`config.mk`:
```
export PLATFORM = sky130hd
export DESIGN_NAME = bin2bcd_seq_flat
export DESIGN_NICKNAME = d
export VERILOG_FILES = /design/src/rtl/bin2bcd_seq_if.sv /design/src/rtl/bin2bcd_seq.sv /design/src/flat_wrapper.sv
export SDC_FILE = /design/constraint.sdc
export NUM_CORES = 1
export LEC_CHECK = 0
export BUFFER_PORTS_ARGS = -buffer_cell sky130_fd_sc_hd__buf_2
export CORE_ASPECT_RATIO = 1.1
export CORE_MARGIN = 8
export CORE_UTILIZATION = 50
export CTS_CLUSTER_DIAMETER = 120
export DETAILED_ROUTE_END_ITERATION = 10
export HOLD_SLACK_MARGIN = 0.1
export MAX_ROUTING_LAYER = met4
export PLACE_DENSITY_LB_ADDON = 0.08
export SLEW_MARGIN = 20
export SYNTH_ARGS = -nofsm -noshare
export SYNTH_HDL_FRONTEND = slang
export SYNTH_SLANG_ARGS = --single-unit
```
`constraint.sdc`:
```
create_clock -name clk -period 1.4 [get_ports clk]
set_input_delay 0 -clock clk [delete_from_list [all_inputs] [get_ports clk]]
set_output_delay 0 -clock clk [all_outputs]
set_load 0.01 [all_outputs]
```
`src/rtl/bin2bcd_seq_if.sv`:
```
// rtl/bin2bcd_seq_if.sv - operand/result handshake bundle for the sequential binary-to-BCD converter
interface bin2bcd_seq_if #(
  parameter int WIDTH  = 8,
  parameter int DIGITS = 3
) ();
  logic                  in_valid;
  logic                  in_ready;
  logic [WIDTH-1:0]      x;
  logic                  out_valid;
  logic                  out_ready;
  logic [4*DIGITS-1:0]   BCD;
  logic                  busy;

  modport master (
    output in_valid, x, out_ready,
    input  in_ready, out_valid, BCD, busy
  );

  modport slave (
    input  in_valid, x, out_ready,
    output in_ready, out_valid, BCD, busy
  );
endinterface

```
`src/rtl/bin2bcd_seq.sv`:
```
// rtl/bin2bcd_seq.sv - sequential double-dabble converter, one bit per cycle, IDLE/CONV/HOLD handshake
module bin2bcd_seq #(
  parameter int WIDTH  = 8,
  parameter int DIGITS = 3
) (
  input  logic          clk,
  input  logic          rst,
  bin2bcd_seq_if.slave  bus
);
  localparam int CW = $clog2(WIDTH + 1);
  localparam int BW = 4 * DIGITS;
  localparam logic [CW-1:0] LAST_ITER = CW'(WIDTH - 1);

  typedef enum logic [1:0] {
    IDLE = 2'd0,
    CONV = 2'd1,
    HOLD = 2'd2
  } state_t;

  state_t            state_q, state_d;
  logic [CW-1:0]     cnt_q, cnt_d;
  logic [WIDTH-1:0]  sr_q, sr_d;
  logic [BW-1:0]     scr_q, scr_d;
  logic [BW-1:0]     bcd_q, bcd_d;
  logic [BW-1:0]     scr_adj;
  logic [BW-1:0]     scr_shift;

  // Add-3 correction on every digit that would overflow past 9 once doubled.
  always_comb begin
    scr_adj = scr_q;
    for (int i = 0; i < DIGITS; i++) begin
      if (scr_q[4*i +: 4] >= 4'd5) begin
        scr_adj[4*i +: 4] = scr_q[4*i +: 4] + 4'd3;
      end
    end
    scr_shift = {scr_adj[BW-2:0], sr_q[WIDTH-1]};
  end

  always_comb begin
    state_d = state_q;
    cnt_d   = cnt_q;
    sr_d    = sr_q;
    scr_d   = scr_q;
    bcd_d   = bcd_q;
    unique case (state_q)
      IDLE: begin
        if (bus.in_valid) begin
          sr_d    = bus.x;
          scr_d   = '0;
          cnt_d   = '0;
          state_d = CONV;
        end
      end
      CONV: begin
        scr_d = scr_shift;
        sr_d  = {sr_q[WIDTH-2:0], 1'b0};
        cnt_d = cnt_q + CW'(1);
        if (cnt_q == LAST_ITER) begin
          bcd_d   = scr_shift;
          state_d = HOLD;
        end
      end
      HOLD: begin
        if (bus.out_ready) begin
          state_d = IDLE;
        end
      end
      default: state_d = IDLE;
    endcase
  end

  always_ff @(posedge clk or negedge rst) begin
    if (!rst) begin
      state_q <= IDLE;
      cnt_q   <= '0;
      sr_q    <= '0;
      scr_q   <= '0;
      bcd_q   <= '0;
    end else begin
      state_q <= state_d;
      cnt_q   <= cnt_d;
      sr_q    <= sr_d;
      scr_q   <= scr_d;
      bcd_q   <= bcd_d;
    end
  end

  // Handshake outputs come straight from the state register.
  assign bus.in_ready  = (state_q == IDLE);
  assign bus.out_valid = (state_q == HOLD);
  assign bus.busy      = (state_q != IDLE);
  assign bus.BCD       = bcd_q;
endmodule

```
`src/flat_wrapper.sv`:
```
// flat-port wrapper written by rule: the top's interface ports become plain ports
module bin2bcd_seq_flat 
#(
  parameter int WIDTH  = 8,
  parameter int DIGITS = 3
)
  (clk, rst, bus_in_valid, bus_x, bus_out_ready, bus_in_ready, bus_out_valid, bus_BCD, bus_busy);
  bin2bcd_seq_if #(.WIDTH(WIDTH), .DIGITS(DIGITS)) bus_i ();
  input  logic clk;
  input  logic rst;
  input wire logic [$bits(bus_i.in_valid)-1:0] bus_in_valid;
  input wire logic [$bits(bus_i.x)-1:0] bus_x;
  input wire logic [$bits(bus_i.out_ready)-1:0] bus_out_ready;
  output wire logic [$bits(bus_i.in_ready)-1:0] bus_in_ready;
  output wire logic [$bits(bus_i.out_valid)-1:0] bus_out_valid;
  output wire logic [$bits(bus_i.BCD)-1:0] bus_BCD;
  output wire logic [$bits(bus_i.busy)-1:0] bus_busy;
  assign bus_i.in_valid = bus_in_valid;
  assign bus_i.x = bus_x;
  assign bus_i.out_ready = bus_out_ready;
  assign bus_in_ready = bus_i.in_ready;
  assign bus_out_valid = bus_i.out_valid;
  assign bus_BCD = bus_i.BCD;
  assign bus_busy = bus_i.busy;
  bin2bcd_seq #(.WIDTH(WIDTH), .DIGITS(DIGITS)) u_core (.clk(clk), .rst(rst), .bus(bus_i));
endmodule
```
### After elaboration in Yosys (flattened, before gate mapping)

Cells that the tools add are included.

| cells by class | value |
|---|---|
| add/sub/neg operators | 4 |
| order comparisons | 3 |
| equal/unequal tests | 6 |
| mux-type cells | 13 |
| reductions and logical operators | 6 |

Operator list:

| operator | count |
|---|---|
| case mux 12 bit (2 select lines) | 1 |
| case mux 8 bit (2 select lines) | 1 |
| greater-or-equal comparator 4 x 3 -> 1 bit, second input constant | 3 |
| 2-to-1 mux 12 bit | 1 |
| 2-to-1 mux 4 bit | 3 |
| adder 4 x 2 -> 4 bit, second input constant | 2 |
| 2-to-1 mux 8 bit | 1 |
| case mux 4 bit (2 select lines) | 1 |
| 2-to-1 mux 2 bit | 3 |
| case mux 2 bit (3 select lines) | 1 |
| adder 4 x 1 -> 4 bit, second input constant | 1 |
| == test 4 x 3 -> 1 bit, second input constant | 1 |
| != test 2 bit, second input constant | 2 |
| AND reduction 2 bit | 2 |
| nonzero test 2 bit | 2 |
| adder 3 x 2 -> 3 bit, second input constant | 1 |
| 2-to-1 mux 3 bit | 1 |
| AND reduction 3 bit | 1 |
| == test 2 x 1 -> 1 bit, second input constant | 1 |
| == test 2 bit, second input constant | 1 |
| logical NOT 2 bit | 1 |
| != test 2 x 1 -> 1 bit, second input constant | 1 |

| storage, ports and cells | value |
|---|---|
| register bits after elaboration | 38 |
| bits of input ports | 12 |
| output and inout port bits | 15 |

### Depth between registers and ports, before layout

Gate-level depths: netlist (run 1).

| logic depth | value |
|---|---|
| depth in word-level cells | 3 |
| gate-level depth with buffers | 6 |
| depth with buffers taken out | 6 |

### Least setup slack after synthesis (run 1)

Ideal clock, no wire load.

| timing | value |
|---|---|
| kind | flip-flop to flip-flop |
| from | register u_core.scr_q[0] |
| to | register u_core.bcd_q[2], in the netlist u_core.bus.BCD[2] |
| setup time | 83 ps |
| arrival | 1415 ps |
| required time | 1317 ps |
| slack | -97 ps |
| cell stages (with the launch flop) | 6 |
| cells stage by stage | dfrtp_1 -> ha_1 -> nand2b_1 -> a21oi_1 -> mux2_2 -> o21ai_0 |

| on the way | value |
|---|---|
| longest elaborated chain between the ends | 2 |
| elaborated cells on any way between the ends | 3 |
| classes of those cells | 1 x add/sub; 1 x order compare; 1 x mux |

Ends and longest elaborated chain:

| item | line | RTL |
|---|---|---|
| start: declaration | bin2bcd_seq.sv:23 | `logic [BW-1:0] scr_q, scr_d;` |
| start signal: assignment | bin2bcd_seq.sv:83 | `scr_q <= scr_d;` |
| adder 4 x 2 -> 4 bit / greater-or-equal comparator 4 x 3 -> 1 bit (equally long branches) | bin2bcd_seq.sv:33, bin2bcd_seq.sv:32 |  |
| 2-to-1 mux 4 bit (*) | bin2bcd_seq.sv:32 | `if (scr_q[4*i +: 4] >= 4'd5) begin` |
| end signal: assignment | bin2bcd_seq.sv:78 | `bcd_q <= '0;` |
| end signal: assignment | bin2bcd_seq.sv:84 | `bcd_q <= bcd_d;` |
| end: declaration | bin2bcd_seq.sv:24 | `logic [BW-1:0] bcd_q, bcd_d;` |

Every way passes the cells marked *; elsewhere a longest branch is shown, timed or not.
A chain may end at the register's enable or synchronous reset.

### Final worst setup path (run 1)

| timing | value |
|---|---|
| from | register u_core.scr_q[5] |
| to | register u_core.scr_q[6] |

| on the way | value |
|---|---|
| longest elaborated chain between the ends | 3 |
| elaborated cells on any way between the ends | 4 |
| classes of those cells | 1 x add/sub; 1 x order compare; 2 x mux |

Ends and longest elaborated chain:

| item | line | RTL |
|---|---|---|
| adder 4 x 2 -> 4 bit / greater-or-equal comparator 4 x 3 -> 1 bit (equally long branches) | bin2bcd_seq.sv:33, bin2bcd_seq.sv:32 |  |
| 2-to-1 mux 4 bit (*) | bin2bcd_seq.sv:32 |  |
| case mux 12 bit (2 select lines) (*) | bin2bcd_seq.sv:45 | `unique case (state_q)` |

Marked as above.

==> results, run 1 <==
- The final hold violation count came to 0.
- For this run, the leading register cell type out of synthesis is sky130_fd_sc_hd__dfrtp_1.
- Cell internal power was estimated by the tool at approximately 3.7 mW.
- The net count after synthesis is between 200 and 250.
- The number of clock sinks seen by CTS is 38.
- The gate count of the mapped netlist is between 150 and 200.
- The leakage power is roughly 1.3 nW.
- In the routed design, unresolved DRC markers number 0.
- The number of levels in the clock H-tree is 2.
- Across the routed clock network, the largest skew measured is approximately 0.010 ns.
- The first global-routing pass estimated between 7000 and 8000 µm of wire.
- The class of the most critical hold timing path is primary input to async pin.
- Along the worst path, the maximum fanout reaches 3.
- The max-slew violation count is 0.
- The power after layout is between 5 and 6 mW.
- The minimum clock period is approximately 1.5 ns.
- For the pin with the worst max-slew slack, the measured transition is just over 0.4 ns.
- The number of buffers and inverters on the critical path is 1.
- The number of clock buffers added by TritonCTS is 5.
- For this design the total switching power over the nets is between 2 and 2.5 mW.
- The die is around 80 µm tall.
- The critical path is of the register to register type.
- The sequential element share of the synthesized area is between 50% and 60%.
- The worst path arrival time is between 1.5 and 2 ns.
- The root buffer cell is sky130_fd_sc_hd__clkbuf_8.
- The total number of nets in the final design is roughly 280.
- In this run the deepest clock path goes through 2 buffers.
- Detailed placement ended at an HPWL of about 3200 µm.
- The worst voltage drop across the vdd grid is 1234 µV.
- The routability-driven placement congestion ratio is 0.8272.
- The final reports fail on negative setup slack.
- The launch instance of the worst register-to-register path is u_core.scr_q[5].
- The number of setup violations in the final report is 9.
- Timing would allow up to roughly 0.67 GHz.
- The via count of the first global-routing pass is roughly 1.6k.
- The placed instance area is 0.002250 mm².
- The routed layout has between 1.5k and 2k vias.
- The aggregate routed wire length is roughly 4900 µm.
- The first element of the critical path is u_core.scr_q[5].
- The normalized max-slew margin is 72.61%.
- The first-pass iteration count of the detailed router is 7.
- Port buffering added 26 buffers.
- Walking the worst path, the cells encountered are inv_2, ha_4, nand2b_4, a21oi_4, mux2_4, o21ai_2.
- The slowest stage cell on the critical path is sky130_fd_sc_hd__dfrtp_1.
- Of all flip-flops after synthesis, the portion carrying an async set or reset was between 90% and 100%.
- The final worst slack is -0.09473 ns.
- The count of antenna-violating nets left after detailed routing is 0.
- The biggest cell delay along the critical path is a little under 0.4 ns.
- The family with the most delay on the worst path is flip-flops.
- The mean routed wirelength per cell is roughly 16 µm.
- The number of standard-cell rows in the floorplan is 23.
- The clock reaches the later pin of the worst-skew pair after 0.29 ns.
- The remaining global-route overflow is 0.
- The clock input transition at the sequential cells of the worst setup and hold paths is approximately 0.08 ns.
- The post-layout instance area is 0.002678 mm².
- The register bit total from synthesis is 38.
- The top-level I/O count is 27.
- Global routing used between 10% and 20% of the available tracks across all layers.
- The die covers between 0.005 and 0.006 mm².
- The cell area power density is approximately 2200 mW/mm².
- The number of maximum-capacitance constraint violations is 0.
- The number of distinct library cells after synthesis is 27.
- During synthesis, Yosys emitted a total of 0 warnings.
- The number of flops mapped to enable cells by yosys is 0.
- Combinational logic burns 54.4% of the power.
- The number of DRC violations after detailed-routing iteration 0 is ~130.
- The flow ran to the end, but the final reports show violations.
- STA classifies the critical path startpoint as a register.
- In this run switching power makes up around two fifths of total power.
- In the final layout, the share of cells above drive strength 1 is 43.41%.
- The count of inserted antenna diode cells is 0.
- The clock tree from TritonCTS is done.
- The clock network burns 13.2% of the power.
- Of the available clock period, the critical path in the final layout requires 106.8%.
- The filler cells instantiated in the layout total 268.
- The initial antenna violation count is 0.
- The worst setup path is captured at a register.
- For the worst setup path, the data required time is 1.62 ns.
- The initial utilization of the core area, before any placement, comes to between 50% and 60%.
- The floorplan die width is around 74 µm.
- The synthesized area is approximately 0.0018 mm².
- The number of vias per cell is 5.406.
- The placeable core region is roughly 0.0036 mm².
- Setup repair after global routing could not meet its margin everywhere.
- The share of the core filled with cells is 74.43%.
- Compared with the post-synthesis result, the final layout area differs by 44.79%.
- The average cell area after synthesis is approximately 10 µm².
- The part of the total power dissipated in sequential elements is approximately a third.
- The pin count of the biggest net entering global routing is 23.
cell type report:
| cell class | instances | area, µm² | share of cell area [%] |
|---|---|---|---|
| clock buffer | 6 | 82.58 | 3.084 |
| clock inverter | 2 | 12.51 | 0.4673 |
| inverter | 8 | 30.03 | 1.121 |
| multi-input combinational | 130 | 1002 | 37.43 |
| sequential | 38 | 952.2 | 35.56 |
| tap | 50 | 62.56 | 2.336 |
| timing repair buffer | 74 | 535.5 | 20.00 |
per-stage QoR:
step / hold WS (ns) / setup WS [ns] / setup TNS, ns / instances
after floorplan: -0.2956 / -0.02374 / -0.09489 / 185
after global placement: -0.05778 / -0.04067 / -0.1268 / 281
after global routing: 0.1965 / -0.1717 / -1.186 / 308
after detailed placement: -0.05182 / -0.1658 / -0.9171 / 281
after CTS: 0.1745 / -0.04911 / -0.2780 / 300
final: 0.1627 / -0.09473 / -0.5105 / 308
worst reg2reg max path, cell delays in order, from the launching register on:
cell                       delay [ns]
sky130_fd_sc_hd__dfrtp_1         0.39
sky130_fd_sc_hd__inv_2           0.09
sky130_fd_sc_hd__ha_4            0.17
sky130_fd_sc_hd__nand2b_4        0.15
sky130_fd_sc_hd__a21oi_4         0.17
sky130_fd_sc_hd__mux2_4          0.34
sky130_fd_sc_hd__o21ai_2         0.12
power by group through the flow:
stage / sequential, mW / combinational [mW] / clock, mW
detailed placement: 1.90 / 2.55 / 0
global placement: 1.87 / 2.41 / 0
floorplan: 1.94 / 1.47 / 0
finish: 1.94 / 3.26 / 0.789
global route: 2.00 / 3.53 / 0.860
CTS: 1.90 / 2.99 / 0.802
metal layers:
metal	GRT usage [%]	vias to the layer above	wire, µm
met5	-	-	0
met4	8.600	0	100
met3	4.020	13	188
met2	27.73	49	2635
met1	18.33	812	1928
li1	-	791	-
cells in the final DEF (no fill, tap or decap), types with 6 or more instances in the layout:
cell / n
sky130_fd_sc_hd__o21ai_0: 22
sky130_fd_sc_hd__o21ai_2: 6
sky130_fd_sc_hd__a22o_1: 6
sky130_fd_sc_hd__dfrtp_1: 37
sky130_fd_sc_hd__inv_2: 6
sky130_fd_sc_hd__buf_4: 35
sky130_fd_sc_hd__a21oi_1: 10
sky130_fd_sc_hd__nand2_1: 19
sky130_fd_sc_hd__a22oi_1: 7
sky130_fd_sc_hd__buf_2: 26
sky130_fd_sc_hd__nor2b_1: 10
sky130_fd_sc_hd__dlygate4sd3_1: 10
sky130_fd_sc_hd__clkbuf_8: 6
state kept, by name (all words and copies together) (netlist names):
| register | flops |
|---|---|
| u_core.bus.BCD | 12 |
| u_core.scr_q | 12 |
| u_core.cnt_q | 4 |
| u_core.state_q | 2 |
| u_core.sr_q | 8 |
kinds of logic after synthesis:
family | share of synthesized area [%]
compound gates | 19.69
simple gates | 15.02
flops | 51.42
buf+inv | 4.060
fa+ha+maj | 4.736
mux | 3.653
xor+xnor | 1.421
synthesized netlist by cell type, types with 3 or more instances:
cell	count	area share [%]
sky130_fd_sc_hd__buf_2	6	1.6
sky130_fd_sc_hd__nor3_1	4	1.1
sky130_fd_sc_hd__inv_1	8	1.6
sky130_fd_sc_hd__nor2b_1	10	3.4
sky130_fd_sc_hd__nand2_1	19	3.9
sky130_fd_sc_hd__a31oi_1	4	1.4
sky130_fd_sc_hd__xnor2_1	3	1.4
sky130_fd_sc_hd__a22o_1	6	2.8
sky130_fd_sc_hd__dfrtp_1	38	51
sky130_fd_sc_hd__or3b_2	3	1.4
sky130_fd_sc_hd__ha_1	7	4.7
sky130_fd_sc_hd__a22oi_1	7	2.8
sky130_fd_sc_hd__a21oi_1	13	3.5
sky130_fd_sc_hd__o21ai_0	30	8.1
sky130_fd_sc_hd__mux2_2	5	3.0
sky130_fd_sc_hd__nor2_1	4	0.81
sky130_fd_sc_hd__nand2b_1	5	1.7
worst paths after layout:
path                                 endpoint  slack (ns)  depth (start not counted)
setup reg to reg              u_core.scr_q[6]       -0.09                          6
max in group asynchronous      u_core.sr_q[5]        0.77                          3
setup / recovery              u_core.scr_q[6]       -0.09                          6
min in group clk               u_core.sr_q[7]        0.21                          4
hold reg to reg            u_core.bus.BCD[10]        0.47                          2
hold / removal              u_core.bus.BCD[7]        0.16                          2
what timing repair did:
action,in CTS,in global routing
pin swaps,4,8
hold endpoints to repair,47,0
resized for setup,29,14
hold buffers,10,0
endpoints found under the setup margin,14,19
buffers inserted,2,8
(Power assumes the default switching activity.)
==> run 2, diff against run 1 <==
--- a/config.mk
+++ b/config.mk
@@ -8,7 +8,7 @@
 export BUFFER_PORTS_ARGS = -buffer_cell sky130_fd_sc_hd__buf_2
 export CORE_ASPECT_RATIO = 1.1
 export CORE_MARGIN = 8
-export CORE_UTILIZATION = 50
+export CORE_UTILIZATION = 47
 export CTS_CLUSTER_DIAMETER = 120
 export DETAILED_ROUTE_END_ITERATION = 10
 export HOLD_SLACK_MARGIN = 0.1
==> run 2 against run 1 <==
- the flow still finishes with violations (negative setup slack)
- sequential share of layout area fell by 0.38 points
- register-to-register slack better by 0.08 ns
- worst setup slack gained 0.076 ns
- fmax up 5.4%
- global-route usage shrank 0.14 points
- via count decreased by 0.48%
- final area rose by 1.1%
- flip-flop and latch count is the same
- utilization is 4.6 points lower
- largest power group unchanged
==> results, run 2 (synthesis gave the netlist of run 1 again) <==
- The cell count of the worst reg-to-reg path is 5 (-1).
- The initial antenna violation count was 0 (unchanged).
- The signal on the critical path passes through ha_2, nand2b_4, a21oi_4, xnor2_1, mux2_1.
- Setup repair after global routing could not meet its margin everywhere.
- The normalized max-slew margin is 67.18% (-5.4 points).
- The checks that failed: negative setup slack.
- The final worst slack was -0.01826 ns (+0.07647 ns).
- The detailed placement HPWL is 3106 µm (-3.5%).
- The critical path starts at u_core.scr_q[8].
- The internal portion of total power is 3.701 mW (+0.55%).
- The kind of cell with the highest combined delay along the critical path is flip-flops.
- The maximum clock frequency is 0.7051 GHz (+5.4%).
- The worst-margin pin slew is 0.4924 ns (+0.08155 ns).
- The maximum net fanout on the critical path is 3 (unchanged).
- The number of vias per cell is 5.277 (-2.4%).
- The run finished, with violations left.
- In this run the worst hold path is classified as primary input to register.
- In this run the critical register-to-register path is launched from u_core.scr_q[8].
- The total global routing track utilization is 16.70% (-0.14 points).
- The setup clock skew after layout is 0.004536 ns (-0.005780 ns).
- The first-pass GRT wire length is 7659 µm (+3.2%).
- The aggregate routed wire length is 4835 µm (-0.35%).
- STA classifies the critical path endpoint as a register.
- The remaining global-route overflow is 0 (unchanged).
- The pin count of the biggest net entering global routing was 39 (+70%).
- The insertion delay to the later sink of the worst-skew pair came to 0.28 ns (about the same).
- The post-route setup TNS is -0.05177 ns (+0.4587 ns).
- The number of port buffers is 26 (unchanged).
- The count of antenna-violating nets left after detailed routing was 0 (unchanged).
- The top-level I/O count is 27 (unchanged).
- The minimum clock period was 1.418 ns (-0.07647 ns).
- The mean routed wirelength per cell is 15.40 µm (-2.3%).
- The number of buffers added by the clock tree synthesis step is 5 (unchanged).
- The worst-case hold slack was 0.1964 ns (+0.03371 ns).
- The net switching component of the power is 2.268 mW (-1.9%).
- The number of levels in the clock H-tree is 2 (unchanged).
- The total buffers and inverters traversed by the critical path is 0 (-1).
- The via count of the first global-routing pass was 1740 (+6.3%).
- In this run the critical register-to-register path is captured at u_core.bus.BCD[9].
- The initial core utilization was 47.74% (-3.7 points).
- The switching share of power is 38.00% (-0.58 points).
- The required time of the critical path came to 1.57 ns (-0.05 ns).
- The leakage power is 1.283 nW (+1.0%).
- The classification of the worst setup path is register to register.
- The remaining design rule violation count is 0 (unchanged).
- The number of buffers on the longest clock path is 2 (unchanged).
- The total number of nets in the final design is 280 (+1.4%).
- The library cells used most frequently in the layout, excluding fill and tap cells, are sky130_fd_sc_hd__buf_4 (39), sky130_fd_sc_hd__dfrtp_1 (37), sky130_fd_sc_hd__buf_2 (25), sky130_fd_sc_hd__o21ai_0 (22), sky130_fd_sc_hd__nand2_1 (19).
- STA classifies the critical path startpoint as a register.
- The number of setup violations in the final report is 5 (-4).
- The area of the die is 0.006200 mm² (+5.0%).
- The number of clock sinks seen by CTS is 38 (unchanged).
- The cell area power density is 2205 mW/mm² (-1.4%).
- Following the worst setup path forward leads to its endpoint at u_core.bus.BCD[9].
- The first-pass iteration count of the detailed router came to 4 (-3).
- The clock input transition at the sequential cells of the worst setup and hold paths was 0.07 ns (about the same).
- The worst voltage drop across the vdd grid is 946.6 µV (-23%).
- The biggest cell delay along the critical path is 0.41 ns (+0.02 ns).
- The layout-stage area growth over the synthesis result is 46.35%.
- The routability-driven placement congestion ratio came to 0.7888 (-4.6%).
- The part of the total power dissipated in sequential elements is 32.5% (about the same).
- The library cell used most frequently in the layout, excluding fill and tap cells, is sky130_fd_sc_hd__buf_4.
- The number of standard-cell rows in the floorplan is 24 (+4.3%).
- The max-slew violation count is 0 (unchanged).
- The tree is rooted in a sky130_fd_sc_hd__clkbuf_8.
- The fraction of final layout cells sized beyond drive strength 1 is 44.27% (+0.86 points).
- The count of inserted antenna diode cells is 0 (unchanged).
- The slowest stage of the critical path is the sky130_fd_sc_hd__dfrtp_1 cell.
- The die height is 81.79 µm (+2.5%).
- The final hold violation count is 0 (unchanged).
- The worst path arrival time is 1.59 ns (-0.13 ns).
- TritonCTS built the clock tree.
- The number of maximum-capacitance constraint violations is 0 (unchanged).
- The worst setup slack before clock tree synthesis came to -0.09677 ns (+0.06905 ns).
- The cell depth of the worst min-delay path is 4.
- The number of logic stages on the critical path including buffering came to 5 (-1).
- The number of DRC violations after detailed-routing iteration 0 is 76 (-41%).
- The combinational group share of total power is 54.5% (about the same).
- The share of the core filled with cells came to 69.86% (-4.6 points).
- The placeable core region came to 0.003874 mm² (+7.7%).
- The routed via count is 1657 (-0.48%).
- The slack of the worst reg-to-reg path came to -0.02 ns (+0.08 ns).
- The share of power burned in the clock network is 13.0% (-0.2 points).
- The floorplan die width came to 75.81 µm (+2.5%).
- The part of the cycle the worst path needs is 101.3% (-5.5 points).
run 2: changes by cell type in the layout (fill, tap and decap cells not counted), moves of 2 or more:
cell                      change
sky130_fd_sc_hd__buf_4        +4
sky130_fd_sc_hd__buf_8        +2
sky130_fd_sc_hd__mux2_4       -2
sky130_fd_sc_hd__xnor2_1      +2
sky130_fd_sc_hd__xnor2_2      -2
run 2: layout make-up:
class	count	area, µm²
fill	289	1167
multi-input combinational	130	997.2
sequential	38	952.2
timing repair buffer	78	570.5
clock buffer	7	86.33
tap	52	65.06
inverter	8	30.03
clock inverter	1	5.005
run 2: power groups by stage:
stage          Clock [mW]  Sequential [mW]  Combinational (mW)
6_report            0.776             1.94                3.25
2_1_floorplan           0             1.94                1.47
3_3_place_gp            0             1.87                2.47
4_1_cts             0.799             1.91                2.97
3_5_place_dp            0             1.90                2.57
5_1_grt             0.847             2.00                3.57
run 2: how the worst min path moves through the flow:
stage,from,to,slack [ns]
finish,bus_in_valid,u_core.sr_q[5],0.20
floorplan,rst,u_core.bus.BCD[0],-0.30
global placement,rst,u_core.bus.BCD[11],0.07
CTS,bus_in_valid,u_core.sr_q[5],0.20
detailed placement,rst,u_core.bus.BCD[11],0.08
global route,bus_in_valid,u_core.sr_q[6],0.26
run 2: worst reg2reg max path, cell delays in order (launching register included):
cell and delay (ns):
sky130_fd_sc_hd__dfrtp_1 0.41, sky130_fd_sc_hd__ha_2 0.19, sky130_fd_sc_hd__nand2b_4 0.14, sky130_fd_sc_hd__a21oi_4 0.15, sky130_fd_sc_hd__xnor2_1 0.11, sky130_fd_sc_hd__mux2_1 0.29
run 2: timing repair:
item	CTS	global route
setup endpoints to repair	12	16
hold buffers	10	0
gates resized for setup	27	22
buffers inserted	4	6
pin swaps	9	10
endpoints found under the hold margin	47	0
run 2: metrics by stage:
stage	power (mW)	cells	cell area (µm²)
after floorplan	3.417	185	1872
after global placement	4.344	286	2262
after detailed placement	4.470	286	2262
after CTS	5.676	308	2584
after global routing	6.414	314	2706
final	5.969	314	2706
run 2: per-layer routing:
metal	up-vias	global-route usage [%]	share of wire, %
met5	-	-	0
met4	0	5.577	1.5
met3	8	3.785	4.3
met2	40	28.79	53
met1	811	18.37	41
li1	798	-	-
==> run 3, diff against run 2 <==
--- a/config.mk
+++ b/config.mk
@@ -5,6 +5,8 @@
 export SDC_FILE = /design/constraint.sdc
 export NUM_CORES = 1
 export LEC_CHECK = 0
+export ABC_AREA = 1
+export ABC_CLOCK_PERIOD_IN_PS = 1400
 export BUFFER_PORTS_ARGS = -buffer_cell sky130_fd_sc_hd__buf_2
 export CORE_ASPECT_RATIO = 1.1
 export CORE_MARGIN = 8
==> run 3 against run 2 <==
- clock-buffer cell count unchanged
- utilization down 8.8 points
- the run now ends clean
- clock skew is 0.00060 ns higher
- final area shrank 17%
- highest routed layer unchanged
==> results, run 3 <==
- The maximum net fanout on the critical path is 6 (+3).
- The normalized max-slew margin came to 60.78% (-6.4 points).
- The biggest cell delay along the critical path came to 0.43 ns (+0.02 ns).
- The total number of nets in the final design came to 291 (+3.9%).
- The critical path goes through inv_1, ha_1, nand2_1, nand2_1, nand2_1, nand2_1, nand3_1, nand2_1.
- The setup clock skew after layout is 0.005141 ns (+0.0006047 ns).
- The average cell area after synthesis is 8.144 µm² (-19%).
- The placeable core region is 0.003684 mm² (-4.9%).
- The worst path arrival time was 1.49 ns (-0.10 ns).
- The number of distinct library cells after synthesis came to 20 (-26%).
- The via count of the first global-routing pass is 1529 (-12%).
- The number of levels in the clock H-tree was 2 (unchanged).
- The number of maximum-capacitance constraint violations is 0 (unchanged).
- The initial core utilization is 49.52% (+1.8 points).
- The worst-margin pin slew is 0.5882 ns (+0.09587 ns).
- The proportion of register bits with asynchronous set or reset after synthesis was 100.0% (unchanged).
- The floorplan die width was 75.40 µm (-0.53%).
- The number of clock sinks seen by CTS was 38 (unchanged).
- The minimum clock period is 1.312 ns (-0.1063 ns).
- The number of setup violations in the final report came to 0 (-5).
- The flow ran to the end, and the final reports show no timing, DRC or antenna violations.
- The pin count of the biggest net entering global routing is 28 (-28%).
- The number of standard-cell rows in the floorplan is 23 (-4.2%).
- The final hold violation count is 0 (unchanged).
- The number of warnings printed during yosys synthesis is 0 (unchanged).
- The synthesized area is 0.001824 mm² (-1.4%).
- The worst min-delay path endpoint is u_core.sr_q[0].
- The detailed placement HPWL is 2730 µm (-12%).
- The first-pass GRT wire length is 6665 µm (-13%).
- The number of placed instances with taps included is 303 (+5.9%).
- By count the netlist is led by sky130_fd_sc_hd__nand2_1 (91), sky130_fd_sc_hd__dfrtp_1 (38), sky130_fd_sc_hd__nand3_1 (27).
- STA classifies the critical path endpoint as a register.
- The max-slew violation count was 0 (unchanged).
- The slack of the worst reg-to-reg path is 0.09 ns (+0.11 ns).
- The part of the cycle the worst path needs is 93.71% (-7.6 points).
- The sequential element share of the synthesized area is 52.13% (+0.71 points).
- The launch instance of the worst register-to-register path is u_core.scr_q[4].
- The cell area power density is 2180 mW/mm² (-1.2%).
- The most common cell in the synthesized netlist is sky130_fd_sc_hd__nand2_1.
- The leakage power is 1.206 nW (-6.0%).
- The routed via count is 1567 (-5.4%).
- The number of buffers added by the clock tree synthesis step is 5 (unchanged).
- The clock input transition at the sequential cells of the worst setup and hold paths is 0.07 ns (about the same).
- Of all cell types, the one taking the most synthesized area is sky130_fd_sc_hd__dfrtp_1.
- The family with the most delay on the worst path is simple AND/OR/NAND/NOR gates.
- The die height is 81.34 µm (-0.55%).
- The maximum clock frequency is 0.7622 GHz (+8.1%).
- After synthesis, the cell types taking the most area are sky130_fd_sc_hd__dfrtp_1 (52%), sky130_fd_sc_hd__nand2_1 (19%), sky130_fd_sc_hd__nand3_1 (7.4%).
- The register bit total from synthesis is 38 (unchanged).
- From synthesis to final layout, the design area changed by 23.39%.
- The number of vias per cell is 4.851 (-8.1%).
- The initial antenna violation count is 0 (unchanged).
- The root buffer cell is sky130_fd_sc_hd__clkbuf_8.
- The gate count of the mapped netlist came to 224 (+21%).
- The number of DRC violations after detailed-routing iteration 0 came to 95 (+25%).
- The commonest non-fill, non-tap cell in the layout is sky130_fd_sc_hd__nand2_1.
- The fraction of final layout cells sized beyond drive strength 1 came to 18.32% (-26 points).
- The placed instance area is 0.002041 mm² (-9.8%).
- The total buffers and inverters traversed by the critical path is 1 (+1).
- The worst-case hold slack is 0.1410 ns (-0.05540 ns).
- In this run the critical register-to-register path is captured at u_core.scr_q[5].
- The insertion delay to the later sink of the worst-skew pair is 0.29 ns (about the same).
- The routability-driven placement congestion ratio is 0.8640 (+9.5%).
- The remaining design rule violation count is 0 (unchanged).
- The number of flops mapped to enable cells by yosys came to 0 (unchanged).
- In the synthesized netlist the dominant register cell turns out to be sky130_fd_sc_hd__dfrtp_1.
- The worst voltage drop across the vdd grid was 1159 µV (+22%).
- The launching element type of the critical path is a register.
- The top-level I/O count is 27 (unchanged).
- The start point of the worst hold path is bus_in_valid.
- The number of buffers on the longest clock path is 2 (unchanged).
- The cell depth of the worst min-delay path came to 5 (+1).
- The count of antenna-violating nets left after detailed routing is 0 (unchanged).
- The aggregate routed wire length was 3956 µm (-18%).
- Setup repair after global routing could not meet its margin everywhere.
- The cell count of the worst reg-to-reg path was 8 (+3).
- The total global routing track utilization is 14.68% (-2.0 points).
- The post-layout instance area came to 0.002251 mm² (-17%).
- The number of port buffers is 26 (unchanged).
- The clock tree from TritonCTS is done.
- The mean routed wirelength per cell was 12.25 µm (-20%).
- For this design, the slowest cell found on the critical path is sky130_fd_sc_hd__dfrtp_2.
- The count of inserted antenna diode cells was 0 (unchanged).
- The net count after synthesis is 243 (+19%).
- The first-pass iteration count of the detailed router was 4 (unchanged).
- The area of the die is 0.006133 mm² (-1.1%).
- The final non-filler cell total was 323 (+2.9%).
- The critical path in this run is classified as register to register.
- The required time of the critical path is 1.58 ns (about the same).
- The top cell type's share of synthesized area is 52.13% (+0.71 points).
- The path class of the tightest hold or removal check is primary input to register.
- The dominant cell type by count on the critical path is sky130_fd_sc_hd__nand2_1.
- The remaining global-route overflow is 0 (unchanged).
- Leaving out fill and tap cells, the most frequent cells in the layout are sky130_fd_sc_hd__nand2_1 (91), sky130_fd_sc_hd__dfrtp_1 (37), sky130_fd_sc_hd__nand3_1 (27), sky130_fd_sc_hd__buf_2 (26), sky130_fd_sc_hd__inv_1 (17).
## run 3: stage by stage
stage | setup WS [ns] | utilization (%) | total power [mW] | setup TNS (ns)
2_1_floorplan | 0.04183 | - | 3.446 | 0
3_3_place_gp | 0.04076 | 55.40 | 4.056 | 0
3_5_place_dp | 0.02200 | 55.40 | 4.094 | 0
4_1_cts | 0.05847 | 60.63 | 4.905 | 0
5_1_grt | -0.01832 | 61.11 | 5.405 | -0.03185
6_report | 0.08802 | 61.11 | 4.906 | 0
## run 3: how the worst max path moves through the flow
stage | from | to | slack (ns) | cells past startpoint
global route | u_core.cnt_q[1] | u_core.bus.BCD[3] | -0.02 | 6
CTS | u_core.scr_q[4] | u_core.bus.BCD[8] | 0.06 | 7
global placement | u_core.scr_q[4] | u_core.bus.BCD[8] | 0.04 | 7
floorplan | u_core.cnt_q[0] | u_core.bus.BCD[4] | 0.04 | 7
detailed placement | u_core.scr_q[4] | u_core.bus.BCD[8] | 0.02 | 7
finish | u_core.scr_q[4] | u_core.scr_q[5] | 0.09 | 8
## run 3: logic make-up after synthesis
logic type,count (synthesis),synth area share [%]
compound gates,19,5.693
fa+ha+maj,7,4.801
buf+inv,24,5.830
flops,38,52.13
simple gates,136,31.55
## run 3: power breakdown
group	total, mW	switching [mW]	internal, mW	leakage, nW
clock network	0.760	0.363	0.397	0.0482
logic	2.24	1.38	0.860	0.679
registers	1.91	0.329	1.58	0.479
## run 3: per-layer routing
layer | global-route usage (%) | part of all wire, % | vias to the layer above
met5 | - | 0 | -
met4 | 6.154 | 1.7 | 0
met3 | 4.557 | 5.1 | 8
met2 | 23.94 | 47 | 31
met1 | 16.11 | 46 | 707
li1 | - | - | 821
## run 3: cell type report
type                            instances  area, µm²
Timing Repair Buffer                   45      297.8
Inverter                               20      77.57
Fill cell                             360       1433
Clock buffer                            7      86.33
Clock inverter                          1      5.005
Multi-Input combinational cell        162      769.5
Sequential cell                        38      952.2
Tap cell                               50      62.56
## run 3: what timing repair did
action | CTS | global route
setup endpoints to repair | 1 | 13
setup buffers | 0 | 2
gates resized for setup | 1 | 2
hold buffers | 10 | 0
hold endpoints to repair | 34 | 0
## run 3: worst min-delay path, stage by stage
cell and delay [ns]:
sky130_fd_sc_hd__buf_2 0.09, sky130_fd_sc_hd__nand2_1 0.08, sky130_fd_sc_hd__nor2_2 0.09, sky130_fd_sc_hd__nand2_1 0.07, sky130_fd_sc_hd__nand2_1 0.05
